[src/rtl/alu_ctrl_sequencer.sv]
// alu_ctrl_sequencer: ALUop decode and sequencing for an external bit-sliced ALU
// Decodes an R-type funct into the 4-bit ALUop, drives the ALU for one cycle and
// returns its result over valid/ready. SLL/SRL are done here because the ALU
// slices return a constant for them.
// Ports:
//   clk_i, reset_i              clock, synchronous active-high reset
//   in_valid_i / in_ready_o     request handshake (funct_i, shamt_i, op_a_i, op_b_i)
//   alu_op_o, alu_a_o, alu_b_o  ALUop and operands to the ALU slices
//   alu_result_i                combinational ALU result
//   out_valid_o / out_ready_i   result handshake (result_o, illegal_o)
// Build option: define ALU_CTRL_FAST_SHIFT_EN for a single-cycle barrel shift in EXEC.
module alu_ctrl_sequencer #(
    parameter int WIDTH = 32
) (
    input  logic             clk_i,
    input  logic             reset_i,
    input  logic             in_valid_i,
    output logic             in_ready_o,
    input  logic [5:0]       funct_i,
    input  logic [4:0]       shamt_i,
    input  logic [WIDTH-1:0] op_a_i,
    input  logic [WIDTH-1:0] op_b_i,
    output logic [3:0]       alu_op_o,
    output logic [WIDTH-1:0] alu_a_o,
    output logic [WIDTH-1:0] alu_b_o,
    input  logic [WIDTH-1:0] alu_result_i,
    output logic             out_valid_o,
    input  logic             out_ready_i,
    output logic [WIDTH-1:0] result_o,
    output logic             illegal_o
);
    typedef enum logic [1:0] {IDLE, EXEC, SHIFT, DONE} state_e;
    state_e state_q, state_d;
    logic [3:0] op_q, op_d, dec_op;
    logic [WIDTH-1:0] a_q, a_d, b_q, b_d, res_q, res_d;
    logic [4:0] cnt_q, cnt_d;
    logic ill_q, ill_d, dec_ill, dec_shift, sh_q;
    assign sh_q = op_q[3:1] == 3'b100;
    always_comb begin
        dec_op  = 4'b0000;
        dec_ill = 1'b0;
        case (funct_i)
            6'h24: dec_op = 4'b0000;
            6'h25: dec_op = 4'b0001;
            6'h20: dec_op = 4'b0010;
            6'h27: dec_op = 4'b0101;
            6'h22: dec_op = 4'b0110;
            6'h2A: dec_op = 4'b0111;
            6'h00: dec_op = 4'b1000;
            6'h02: dec_op = 4'b1001;
            6'h21: dec_op = 4'b1010;
            6'h23: dec_op = 4'b1110;
            6'h2B: dec_op = 4'b1111;
            default: dec_ill = 1'b1;
        endcase
    end
    assign dec_shift = !dec_ill && dec_op[3:1] == 3'b100;
    always_ff @(posedge clk_i) begin
        if (reset_i) begin
            state_q <= IDLE;
            op_q    <= '0;
            a_q     <= '0;
            b_q     <= '0;
            res_q   <= '0;
            cnt_q   <= '0;
            ill_q   <= 1'b0;
        end else begin
            state_q <= state_d;
            op_q    <= op_d;
            a_q     <= a_d;
            b_q     <= b_d;
            res_q   <= res_d;
            cnt_q   <= cnt_d;
            ill_q   <= ill_d;
        end
    end
    // res_q doubles as the shift working register; for shamt==0 it already holds op_b.
    always_comb begin
        state_d = state_q;
        op_d    = op_q;
        a_d     = a_q;
        b_d     = b_q;
        res_d   = res_q;
        cnt_d   = cnt_q;
        ill_d   = ill_q;
        case (state_q)
            IDLE: if (in_valid_i) begin
                op_d  = dec_op;
                a_d   = op_a_i;
                b_d   = op_b_i;
                cnt_d = shamt_i;
                ill_d = dec_ill;
                res_d = dec_shift ? op_b_i : '0;
`ifdef ALU_CTRL_FAST_SHIFT_EN
                state_d = dec_ill || (dec_shift && shamt_i == 5'd0) ? DONE : EXEC;
`else
                state_d = dec_ill || (dec_shift && shamt_i == 5'd0) ? DONE : dec_shift ? SHIFT : EXEC;
`endif
            end
            EXEC: begin
`ifdef ALU_CTRL_FAST_SHIFT_EN
                res_d = !sh_q ? alu_result_i : op_q[0] ? b_q >> cnt_q : b_q << cnt_q;
`else
                res_d = alu_result_i;
`endif
                state_d = DONE;
            end
`ifndef ALU_CTRL_FAST_SHIFT_EN
            SHIFT: begin
                res_d   = op_q[0] ? res_q >> 1 : res_q << 1;
                cnt_d   = cnt_q - 5'd1;
                state_d = cnt_q == 5'd1 ? DONE : SHIFT;
            end
`endif
            DONE: if (out_ready_i) state_d = IDLE;
            default: state_d = IDLE;
        endcase
    end
    always_comb begin
        in_ready_o  = state_q == IDLE;
        out_valid_o = state_q == DONE;
        alu_op_o    = op_q;
        alu_a_o     = a_q;
        alu_b_o     = b_q;
        result_o    = res_q;
        illegal_o   = ill_q;
    end
endmodule

[config.mk]
export PLATFORM = sky130hd
export DESIGN_NAME = alu_ctrl_sequencer
export DESIGN_NICKNAME = d
export VERILOG_FILES = /design/src/rtl/alu_ctrl_sequencer.sv
export SDC_FILE = /design/constraint.sdc
export NUM_CORES = 1
export LEC_CHECK = 0
export ABC_AREA = 1
export BUFFER_PORTS_ARGS = -buffer_cell sky130_fd_sc_hd__buf_2
export CAP_MARGIN = 10
export CORE_ASPECT_RATIO = 1.5
export CORE_MARGIN = 2
export CORE_UTILIZATION = 35
export CTS_CLUSTER_SIZE = 28
export DETAILED_ROUTE_END_ITERATION = 8
export MAX_ROUTING_LAYER = met4
export PLACE_DENSITY_LB_ADDON = 0.05
export SYNTH_ARGS = -nofsm -noshare
export SYNTH_HDL_FRONTEND = slang
export SYNTH_SLANG_ARGS = --single-unit
[constraint.sdc]
create_clock -name clk_i -period 1.7 [get_ports clk_i]
set_input_delay 0.255 -clock clk_i [delete_from_list [all_inputs] [get_ports clk_i]]
set_output_delay 0.255 -clock clk_i [all_outputs]
set_load 0.03 [all_outputs]
==> results.ini <==
[outcome]
status=finished clean

[logic_synthesis]
synth_area_per_cell_um2=7.191
ys.flop_type=dfxtp_1
synth_common_cells=172 x nor2_1, 113 x o21ai_0, 108 x dfxtp_1
synth_top_cell_by_area=dfxtp_1
yosys.cell_types.count=34
synth_most_common_cell=nor2_1
ys_seq_area_frac=0.3977
ys_warn_count=0
synthCells=756
ys_ff_latch=108
syn-num-nets=874
synth_top_cells_by_area=dfxtp_1 40%, nor2_1 12%, o21ai_0 10%
yosysTopAreaCellShare=0.3977
async_reset_ff_frac=0
synth-edff-count=0
netlist_area_um2=5436

[power]
cellLeakagePower_nw=3.494
irDropWorstVdd_uv=949.6
power_density_nw_per_um2=1903

[worst_setup_path]
worst-path-max-fanout=32
startpoint_type=flop
rr_endpoint=result_o[9]$_SDFFE_PP0P_
r2r_cells=9
endpoint_kind=primary output
rrSetupSlack_ps=130
cp_data_required_time_ps=1440
path_class=reg -> out
endpoint=alu_op_o[0]
critical_path_arrival_ps=1330
reg2reg_from=state_q[0]$_SDFFE_PP0P_
crit_start=alu_op_o[0]$_SDFFE_PP0P_

[cts]
clk_pin_slew_ps=80
tritoncts=built
root_buffer=clkbuf_16
cts_setup_buffers=0
cts_inserted_buffers=9
clk_latency_ps=350
cts_resized=1
cts.sinks=108
clock_path_buffers=2
h-tree-depth=3
cts_hold_buf=0

[grt]
grt_pass1_wl_um=26510
grt_max_degree=59
grt_pass1_vias=5360
overflow=0
antenna_found_initial=1
grt_usage=0.2043

[sta]
period_minus_slack_ps=1583
finalSetupViolations=0
fmax_mhz=631.6
slew-limit-headroom=0.7273
hold_viol_final=0
rsz0062_at_grt=false
worst_pin_slew_ps=409.1
setup_ws_ps=116.8
fin_skew_ps=8.452
tns_ps=0
fin_crit_sh=0.9313
hold_ws_ps=157.1
final_max_slew_viol_count=0

[cells_and_area]
synthToLayoutAreaGrowth_pct=29.14
fin_cells=1154
fin_nets=1067
drive_above_1_share=0.3208

[drt]
dr.first_iter.drc_count=374
drc=0
via_count=5681
dr.pass1.iters=5
drtAntennaViolNets=0
vias_per_cell=4.923
wirelength_um=16870
routedWlPerCell_um=14.62

[die]
die_area_um2=16570
row_count=55
ioPinCount=214
die_h_um=156.6
fp.coreArea_um2=15140
dieWidth_um=105.8
initial_core_util=0.3591

[hold_path]
hold_path_class=in -> reg

[job]
cap_violations=0

[placement]
pre_cts_slack_ps=-22.95
dp_cells=1137
hpwl_um=12370
port-buffer-count=213
place.gp.congestion=0.8827

## flip-flops by register name (all words and copies together), names as in the netlist
| name | flops |
|---|---|
| illegal_o | 1 |
| state_q | 2 |
| alu_a_o | 32 |
| cnt_q | 5 |
| alu_op_o | 4 |
| alu_b_o | 32 |
| result_o | 32 |
## layer usage
metal  global-route usage  share of wire
met3              0.03040          0.050
met4              0.05388          0.011
met1               0.2336           0.42
met2               0.3711           0.52
met5                    -              0
## area by class of cell
| type | count | area [µm²] |
|---|---|---|
| clock inverters | 5 | 42.54 |
| well taps | 199 | 249.0 |
| fillers | 1587 | 8119 |
| flip-flops and latches | 108 | 2162 |
| multi-input cells | 536 | 2749 |
| inverters | 55 | 211.5 |
| diodes | 1 | 2.502 |
| clock buffers | 11 | 242.7 |
| repair buffers | 239 | 1361 |
## per-stage QoR
stage / util / power [mW] / area (µm²)
4_1_cts: 0.4626 / 13.47 / 7003
3_5_place_dp: 0.4436 / 11.35 / 6715
6_report: 0.4637 / 13.36 / 7020
3_3_place_gp: 0.4436 / 11.25 / 6715
2_1_floorplan: - / 9.159 / 5439
5_1_grt: 0.4637 / 14.37 / 7020
## power by group
group | switching [mW] | total (mW) | leakage, nW | internal [mW]
clock | 1.00 | 2.06 | 0.142 | 1.06
sequential | 0.568 | 3.94 | 0.892 | 3.37
combinational | 4.99 | 7.36 | 2.46 | 2.37
## cells by family (layout without fill, tap and decap cells)
kind of cell,Yosys count,after routing,synth area share
DFF,108,108,0.3977
AOI/OAI and AO/OA,190,190,0.2090
and+or+nand+nor,339,339,0.2778
adders and majority gates,7,7,0.01611
other,0,1,0
buffers and inverters,112,310,0.09942
## layout by cell type (no fill, tap or decap), drive strengths merged
master and instances:
nor2 174, inv 58, nand4 1, a21oi 11
ha 7, o221ai 1, a31oi 6, dfxtp 108
a211oi 4, o22ai 1, o211ai 32, nor3b 1
a32o 2, diode 1, o21ai 133, nand3 74
nor4 1, clkinv 2, buf 239, nor3 1
nand2 87, clkbuf 11
## critical path: stages, from the launching register on
cell and delay, ps:
dfxtp_1 370, buf_4 340, buf_2 270
## worst min path at each step
stage	endpoint	depth (start not counted)	slack (ps)	start
3_5_place_dp	alu_a_o[13]$_SDFFE_PP0P_	2	470	alu_a_o[13]$_SDFFE_PP0P_
2_1_floorplan	cnt_q[0]$_SDFFE_PP0P_	2	420	shamt_i[0]
3_3_place_gp	alu_a_o[6]$_SDFFE_PP0P_	2	460	alu_a_o[6]$_SDFFE_PP0P_
5_1_grt	alu_a_o[20]$_SDFFE_PP0P_	3	150	op_a_i[20]
4_1_cts	alu_a_o[20]$_SDFFE_PP0P_	3	150	op_a_i[20]
6_report	alu_a_o[20]$_SDFFE_PP0P_	3	160	op_a_i[20]
Note: power is estimated with default switching activity, not from simulation.
